$ cat config.mk
export PLATFORM = sky130hd
export DESIGN_NAME = tdm_demux4
export DESIGN_NICKNAME = d
export VERILOG_FILES = /design/src/rtl/tdm_pkg.sv /design/src/rtl/tdm_frame_counter.sv /design/src/rtl/tdm_demux4.sv
export SDC_FILE = /design/constraint.sdc
export NUM_CORES = 1
export LEC_CHECK = 0
export ABC_AREA = 1
export CORE_AREA = 2 2 57 59
export CTS_BUF_LIST = sky130_fd_sc_hd__clkbuf_4 sky130_fd_sc_hd__clkbuf_8
export DETAILED_ROUTE_END_ITERATION = 7
export DIE_AREA = 0 0 59 61
export SETUP_SLACK_MARGIN = 0.4
export SLEW_MARGIN = 20
export SYNTH_ARGS = -nofsm -noshare
export SYNTH_HDL_FRONTEND = slang
export SYNTH_HIERARCHICAL = 1
export SYNTH_SLANG_ARGS = --single-unit
$ cat constraint.sdc
create_clock -name clk -period 2 [get_ports clk]
set_clock_uncertainty 0.2 [all_clocks]
set_input_delay 0.3 -clock clk [delete_from_list [all_inputs] [get_ports clk]]
set_output_delay 0.3 -clock clk [all_outputs]
set_load 0.02 [all_outputs]
$ cat src/rtl/tdm_pkg.sv
// Shared definitions for the TDM channel multiplexer / demultiplexer pair.
// Slot encoding matches the multiplexer select lines {sel1, sel2}.
package tdm_pkg;

    typedef enum logic [0:0] {
        HUNT   = 1'b0,
        LOCKED = 1'b1
    } tdm_state_e;

    localparam logic [1:0] SLOT_A = 2'b00;
    localparam logic [1:0] SLOT_B = 2'b01;
    localparam logic [1:0] SLOT_C = 2'b10;
    localparam logic [1:0] SLOT_D = 2'b11;

    function automatic int unsigned frame_len(input int unsigned w);
        return 4 * w;
    endfunction

endpackage

$ cat src/rtl/tdm_frame_counter.sv
// Frame position counter: slot number plus bit offset within the slot.
// Offset 0 is the slot MSB, so pos = slot * W + offset.
module tdm_frame_counter
    import tdm_pkg::*;
#(
    parameter int unsigned W = 1
) (
    input  logic       clk,
    input  logic       rst_n,
    input  logic       clr,
    input  logic       load,
    input  logic       inc,
    output logic [1:0] slot,
    output logic       pos_zero,
    output logic       last
);

    localparam logic [W-1:0] CntMax  = W'(W - 1);
    localparam int           LastPos = int'(frame_len(W)) - 1;

    logic [W-1:0] cnt_q, cnt_d;
    logic [1:0]   slot_q, slot_d;

    always_comb begin
        cnt_d  = cnt_q;
        slot_d = slot_q;
        if (clr) begin
            cnt_d  = '0;
            slot_d = SLOT_A;
        end else if (load) begin
            // Position 1: second bit of slot a, or slot b when slots are one bit wide.
            if (W == 1) begin
                cnt_d  = '0;
                slot_d = SLOT_B;
            end else begin
                cnt_d  = W'(1);
                slot_d = SLOT_A;
            end
        end else if (inc) begin
            if (cnt_q == CntMax) begin
                cnt_d  = '0;
                slot_d = slot_q + 2'd1;
            end else begin
                cnt_d  = cnt_q + W'(1);
            end
        end
    end

    always_ff @(posedge clk) begin
        if (!rst_n) begin
            cnt_q  <= '0;
            slot_q <= SLOT_A;
        end else begin
            cnt_q  <= cnt_d;
            slot_q <= slot_d;
        end
    end

    assign slot     = slot_q;
    assign pos_zero = (slot_q == SLOT_A) && (cnt_q == '0);
    assign last     = (int'(slot_q) * int'(W) + int'(cnt_q)) == LastPos;

endmodule

$ cat src/rtl/tdm_demux4.sv
// Four-channel TDM demultiplexer: locks to the frame-sync marker and presents
// each complete frame's slot values in parallel.
module tdm_demux4
    import tdm_pkg::*;
#(
    parameter int unsigned W = 1
) (
    input  logic         clk,
    input  logic         rst_n,
    input  logic         en,
    input  logic         din,
    input  logic         sync,
    output logic [W-1:0] a,
    output logic [W-1:0] b,
    output logic [W-1:0] c,
    output logic [W-1:0] d,
    output logic         frame_valid,
    output logic         locked,
    output logic         sync_err
);

    tdm_state_e   state_q, state_d;
    logic [W-1:0] sr_q [4];
    logic [W-1:0] sr_d [4];
    logic [W-1:0] a_q, b_q, c_q, d_q;
    logic [W-1:0] a_d, b_d, c_d, d_d;
    logic         fv_q, fv_d;
    logic         err_q, err_d;

    logic         cnt_clr, cnt_load, cnt_inc;
    logic [1:0]   slot;
    logic         pos_zero, last;

    tdm_frame_counter #(
        .W (W)
    ) u_cnt (
        .clk      (clk),
        .rst_n    (rst_n),
        .clr      (cnt_clr),
        .load     (cnt_load),
        .inc      (cnt_inc),
        .slot     (slot),
        .pos_zero (pos_zero),
        .last     (last)
    );

    always_comb begin
        state_d  = state_q;
        sr_d     = sr_q;
        a_d      = a_q;
        b_d      = b_q;
        c_d      = c_q;
        d_d      = d_q;
        fv_d     = 1'b0;
        err_d    = 1'b0;
        cnt_clr  = 1'b0;
        cnt_load = 1'b0;
        cnt_inc  = 1'b0;

        if (en) begin
            unique case (state_q)
                HUNT: begin
                    if (sync) begin
                        sr_d         = '{default: '0};
                        sr_d[SLOT_A] = W'(din);
                        state_d      = LOCKED;
                        cnt_load     = 1'b1;
                    end
                end
                LOCKED: begin
                    if (pos_zero && !sync) begin
                        err_d   = 1'b1;
                        state_d = HUNT;
                        cnt_clr = 1'b1;
                    end else if (sync) begin
                        // Frame start, normal or early: restart slot a from this bit.
                        err_d        = !pos_zero;
                        sr_d         = '{default: '0};
                        sr_d[SLOT_A] = W'(din);
                        cnt_load     = 1'b1;
                    end else begin
                        sr_d[slot] = W'({sr_q[slot], din});
                        cnt_inc    = 1'b1;
                        if (last) begin
                            a_d  = sr_d[SLOT_A];
                            b_d  = sr_d[SLOT_B];
                            c_d  = sr_d[SLOT_C];
                            d_d  = sr_d[SLOT_D];
                            fv_d = 1'b1;
                        end
                    end
                end
            endcase
        end
    end

    always_ff @(posedge clk) begin
        if (!rst_n) begin
            state_q <= HUNT;
            sr_q    <= '{default: '0};
            a_q     <= '0;
            b_q     <= '0;
            c_q     <= '0;
            d_q     <= '0;
            fv_q    <= 1'b0;
            err_q   <= 1'b0;
        end else begin
            state_q <= state_d;
            sr_q    <= sr_d;
            a_q     <= a_d;
            b_q     <= b_d;
            c_q     <= c_d;
            d_q     <= d_d;
            fv_q    <= fv_d;
            err_q   <= err_d;
        end
    end

    assign a           = a_q;
    assign b           = b_q;
    assign c           = c_q;
    assign d           = d_q;
    assign frame_valid = fv_q;
    assign sync_err    = err_q;
    assign locked      = (state_q == LOCKED);

endmodule
==> qor.csv, run 1 <==
stage,metric,value,unit
placement,placed_area,867.1,sq um
route,ant_nets,0,
route,vias,705,
cts,clockBufferDepth,2,
cts,cts_buffers,3,
sta,setup_violations,0,
floorplan,fp.coreArea,2953,sq um
grt,grt_pass1_vias,652,
final_layout,layout-drive-gt1-share,0.2891,
route,wl_per_cell,9.795,microns
sta,rsz0062_at_grt,yes,
yosys,yosys_warnings,6,
floorplan,die_h,61,microns
min_path,whs_path_depth,3,
sta,post-route-min-period,1600,ps
placement,dp_hpwl,1128,microns
sta,setup_ws,400.0,ps
cts,cts_sinks,13,
setup_path,arrival,1100,ps
setup_path,r2r_end,d,
grt,overflow,0,
setup_path,crit_chain,dlygate4sd2_1,
pwr,leakagePower,0.5082,nW
yosys,yosysUniqueCellTypes,16,
sta,hold_violations,0,
floorplan,fp.dieArea,3599,sq um
yosys,ys_seq_area_frac,0.3649,
yosys,synthArstFlopShare,0,
yosys,syn_nets,119,
grt,track_usage,0.09880,
yosys,synth_largest_area_cell,dfxtp_1,
final_layout,final_area,1003,sq um
yosys,yosys_most_used_dff,dfxtp_1,
setup_path,path_delay_family,flip-flops,
final_layout,synthToLayoutAreaGrowth,40.70,%
placement,pre_cts_slack,-5.688,ps
route,post_drt_via_cell_ratio,4.379,
placement,port_buffers,11,
pwr,power_density,536.5,nW/um^2
placement,gp_congestion,0.8432,
final_layout,layout_common_cells,"nand2_1, inv_1, dfxtp_1",
yosys,ys_ff_latch,13,
flow_run,drv_cap,0,
pwr,vdd_drop_max,0.1307,mV
cts,holdBufCountCts,0,
yosys,syn_area,713.2,sq um
setup_path,regToRegStartpoint,u_cnt/slot[0],
min_path,hold_end,locked,
cts,clockRootBuffer,clkbuf_4,
status,outcome,completed,
setup_path,startpoint_type,flip-flop,
route,remaining_drc_errors,0,
final_layout,post-route-util,0.3398,
sta,max_slew_margin,0.8055,
floorplan,start_util,0.2415,
sta,holdWs,229.1,ps
route,routed_wl,1577,microns
setup_path,cpPeakStageDelay,450,ps
yosys,synth_top_area_share,0.3649,
min_path,hold_path.class,primary input to flip-flop,
min_path,hold_start,sync,
setup_path,regToRegSetupSlack,430,ps
sta,tightest_slew,290.9,ps
cts,cts.reportedPaths.clkPinSlew,90,ps
sta,slew_violations,0,
setup_path,crit_buf_inv,1,
cts,h-tree-depth,1,
setup_path,worstSetupEndpointType,primary output,
floorplan,placementRows,20,
yosys,syn_avg_cell_area,6.543,sq um
pwr,power,0.5384,mW
final_layout,final_common_cell,nand2_1,
floorplan,pin_count,12,
route,drtIter0Drc,18,
yosys,postSynthCellCount,109,
setup_path,cp_max_fo,6,
route,firstDrtPassIters,4,
setup_path,reg2reg_depth,9,
grt,grt_max_degree,10,
grt,grt_pass1_wl,2649,microns
final_layout,antennaDiodeCount,0,
final_layout,final_nets,139,
setup_path,required,1500,ps
grt,antenna_found_initial,0,
cts,insertion_delay,280,ps
cts,cts_tree,done,
yosys,synth_edf_count,0,
sta,max_clock_freq,625.0,MHz
sta,period_share,0.8000,
setup_path,crit_slowest_cell,dfxtp_1,
yosys,synth_area_leaders,"dfxtp_1, nand2_1, inv_1",
setup_path,crit_type,flip-flop to primary output,
floorplan,die_x,59,microns
-- final cells by class --
cell class,instances,area [sq um]
Sequential cell,13,267.8
Inverter,21,81.33
Multi-Input combinational cell,75,449.2
Clock buffer,4,30.03
Timing Repair Buffer,15,133.9
Fill cell,325,1949
Tap cell,33,41.29
-- sequential cells by signal (all words and copies together) (netlist names) --
signal       cells
sr_q             4
u_cnt/slot       2
a                1
b                1
c                1
d                1
frame_valid      1
locked           1
sync_err         1
-- where the power goes --
part | leakage, nW | switching [mW] | internal [mW]
clock network | 0.0184 | 0.0929 | 0.0908
registers | 0.107 | 0.00522 | 0.263
logic | 0.383 | 0.0521 | 0.0344
-- worst max-delay path by stage --
stage	depth (start not counted)	slack, ps	end	startpoint
after floorplan	11	400	u_cnt/slot[0]	u_cnt/slot[0]
after global placement	8	30	sr_q[0]	sync
after detailed placement	8	-6	sr_q[0]	sync
after CTS	1	400	locked	locked
after global routing	10	330	c	u_cnt/slot[0]
final	1	400	locked	locked
-- cells by family after synthesis --
| group | Yosys count | share of synthesized area |
|---|---|---|
| AO/OA/AOI/OAI | 12 | 0.08772 |
| adder cells (fa/ha/maj) | 5 | 0.08772 |
| buffers and inverters | 21 | 0.1105 |
| flip-flops | 13 | 0.3649 |
| AND/OR/NAND/NOR | 58 | 0.3491 |
-- timing repair --
action,CTS,global route
resized for setup,14,21
buffers inserted,3,1
setup endpoints to repair,18,11
pin swaps,2,11
-- per-layer routing --
metal  vias to the layer above  global-route usage  routed length (microns)
met5                         -                   0                        0
met4                         0             0.05844                       27
met3                         2             0.02985                       78
met2                        18              0.1635                      782
met1                       310              0.1128                      688
li1                        375                   -                        -
-- cell usage after synthesis (2+ instances only) --
| cell type | count |
|---|---|
| a21oi_1 | 8 |
| dfxtp_1 | 13 |
| ha_1 | 5 |
| inv_1 | 20 |
| nand2_1 | 34 |
| nand2_2 | 2 |
| nand3_1 | 5 |
| nor2_1 | 13 |
| o21ai_1 | 2 |
-- stage by stage --
step                setup TNS, ps  instances
floorplan                       0        109
global placement                0        153
detailed placement         -5.688        153
CTS                             0        160
global route                    0        161
finish                          0        161
Note: power is estimated with default switching activity, not from simulation.
==> run 2, diff against run 1 <==
==> constraint.sdc (replaced) <==
create_clock -name clk -period 1.55 [get_ports clk]
set_clock_uncertainty 0.2 [all_clocks]
set_input_delay 0.2325 -clock clk [delete_from_list [all_inputs] [get_ports clk]]
set_output_delay 0.2325 -clock clk [all_outputs]
set_load 0.02 [all_outputs]
==> run 2 against run 1 <==
Net effect:
- final cell count is 5.6% higher
- clock power up 26%
- via count grew 4.5%
- core utilization rose by 3.4 points
- worst hold slack improved by 52 ps
- total power rose by 33%
- combinational power grew 62%
- final area up 10%
- critical path depth is 8 higher
- sequential share of layout area is 1.7 points lower
- global-route usage up 1.3 points
==> qor.csv, run 2 (synthesis results as in run 1) <==
stage,metric,value,unit
status,outcome,completed,
sta,hold_violations,0,
sta,setup_violations,0,
route,ant_nets,0,
cts,holdBufCountCts,0,
sta,tightest_slew,259.4,ps
final_layout,antennaDiodeCount,0,
setup_path,required,1530,ps
floorplan,fp.dieArea,3599,sq um
setup_path,cp_max_fo,7,
floorplan,placementRows,20,
cts,clockRootBuffer,clkbuf_4,
pwr,vdd_drop_max,0.3150,mV
placement,gp_congestion,0.7938,
final_layout,layout-drive-gt1-share,0.4672,
final_layout,synthToLayoutAreaGrowth,54.91,%
setup_path,crit_type,flip-flop to flip-flop,
final_layout,final_area,1105,sq um
cts,cts_tree,done,
setup_path,worstSetupEndpointType,flip-flop,
final_layout,final_nets,148,
sta,slew_violations,0,
setup_path,r2r_end,a,
setup_path,regToRegStartpoint,u_cnt/slot[1],
final_layout,largest_register,sr_q,
setup_path,reg2reg_depth,9,
grt,grt_max_degree,10,
floorplan,pin_count,12,
sta,holdWs,280.7,ps
cts,cts_buffers,3,
final_layout,layout_common_cells,"nand2_1, inv_1, buf_4",
cts,clockBufferDepth,2,
grt,antenna_found_initial,0,
placement,dp_hpwl,1279,microns
floorplan,die_x,59,microns
sta,max_slew_margin,0.8252,
route,routed_wl,1639,microns
min_path,hold_start,sr_q[1],
route,remaining_drc_errors,0,
route,wl_per_cell,9.641,microns
sta,post-route-min-period,1532,ps
cts,cts.reportedPaths.clkPinSlew,80,ps
sta,rsz0062_at_grt,yes,
grt,grt_pass1_vias,711,
grt,track_usage,0.1116,
cts,h-tree-depth,1,
route,vias,737,
setup_path,arrival,1510,ps
sta,max_clock_freq,652.5,MHz
sta,period_share,0.9887,
grt,grt_pass1_wl,3022,microns
pwr,leakagePower,0.5323,nW
setup_path,regToRegSetupSlack,20,ps
cts,cts_sinks,13,
grt,overflow,0,
placement,port_buffers,11,
floorplan,die_h,61,microns
min_path,hold_end,sr_q[1],
floorplan,fp.coreArea,2953,sq um
floorplan,start_util,0.2415,
min_path,whs_path_depth,2,
flow_run,drv_cap,0,
route,post_drt_via_cell_ratio,4.335,
cts,insertion_delay,280,ps
final_layout,largest_register_ffs,4,
setup_path,startpoint_type,flip-flop,
final_layout,final_common_cell,nand2_1,
route,firstDrtPassIters,4,
min_path,hold_path.class,flip-flop to flip-flop,
pwr,power_density,648.7,nW/um^2
route,drtIter0Drc,11,
placement,placed_area,979.7,sq um
## run 2: repair_timing
item	4_1_cts	5_1_grt
gates resized for setup	46	22
setup buffers	2	1
endpoints found under the setup margin	20	20
pin swaps	8	13
## run 2: routing by layer
metal,wire (microns),part of all wire,global-route usage,vias up
li1,-,-,-,384
met4,23,0.014,0.03896,0
met2,812,0.50,0.1921,21
met5,0,0,0,-
met1,706,0.43,0.1255,328
met3,96,0.059,0.04478,4
## run 2: how the worst max path moves through the flow
stage | from | end | cells past startpoint
after floorplan | u_cnt/slot[0] | d | 9
after global placement | sync | sr_q[2] | 8
after detailed placement | sync | sr_q[2] | 8
after CTS | u_cnt/slot[0] | d | 9
after global routing | u_cnt/slot[1] | a | 9
final | u_cnt/slot[1] | a | 9
## run 2: critical path: stages, from the launching register on
cell     delay [ps]
dfxtp_4         360
inv_4            40
ha_4            160
inv_2            60
ha_4            110
inv_2            30
nor2_4          160
nand2_4         120
a21oi_2         130
nor2_1           60
## run 2: final cells by class
cell class | count | area, sq um
repair buffers | 24 | 216.5
flip-flops and latches | 13 | 276.5
well taps | 33 | 41.29
inverters | 21 | 83.83
clock buffers | 4 | 30.03
fillers | 308 | 1848
multi-input cells | 75 | 456.7
## run 2: where the power goes
| group | switching (mW) | total, mW | internal, mW |
|---|---|---|---|
| logic | 0.0748 | 0.140 | 0.0651 |
| clock network | 0.114 | 0.232 | 0.118 |
| registers | 0.00519 | 0.345 | 0.340 |
## run 2: metrics by stage
stage / TNS, ps / setup slack, ps / std cells / utilization / power (mW)
after floorplan: 0 / 88.51 / 109 / - / 0.4196
after global placement: -2248 / -264.0 / 163 / 0.3318 / 0.4719
after detailed placement: -2578 / -270.2 / 163 / 0.3318 / 0.4735
after CTS: 0 / 17.07 / 169 / 0.3559 / 0.7162
after global routing: -281.4 / -65.52 / 170 / 0.3742 / 0.7620
final: 0 / 17.53 / 170 / 0.3742 / 0.7167
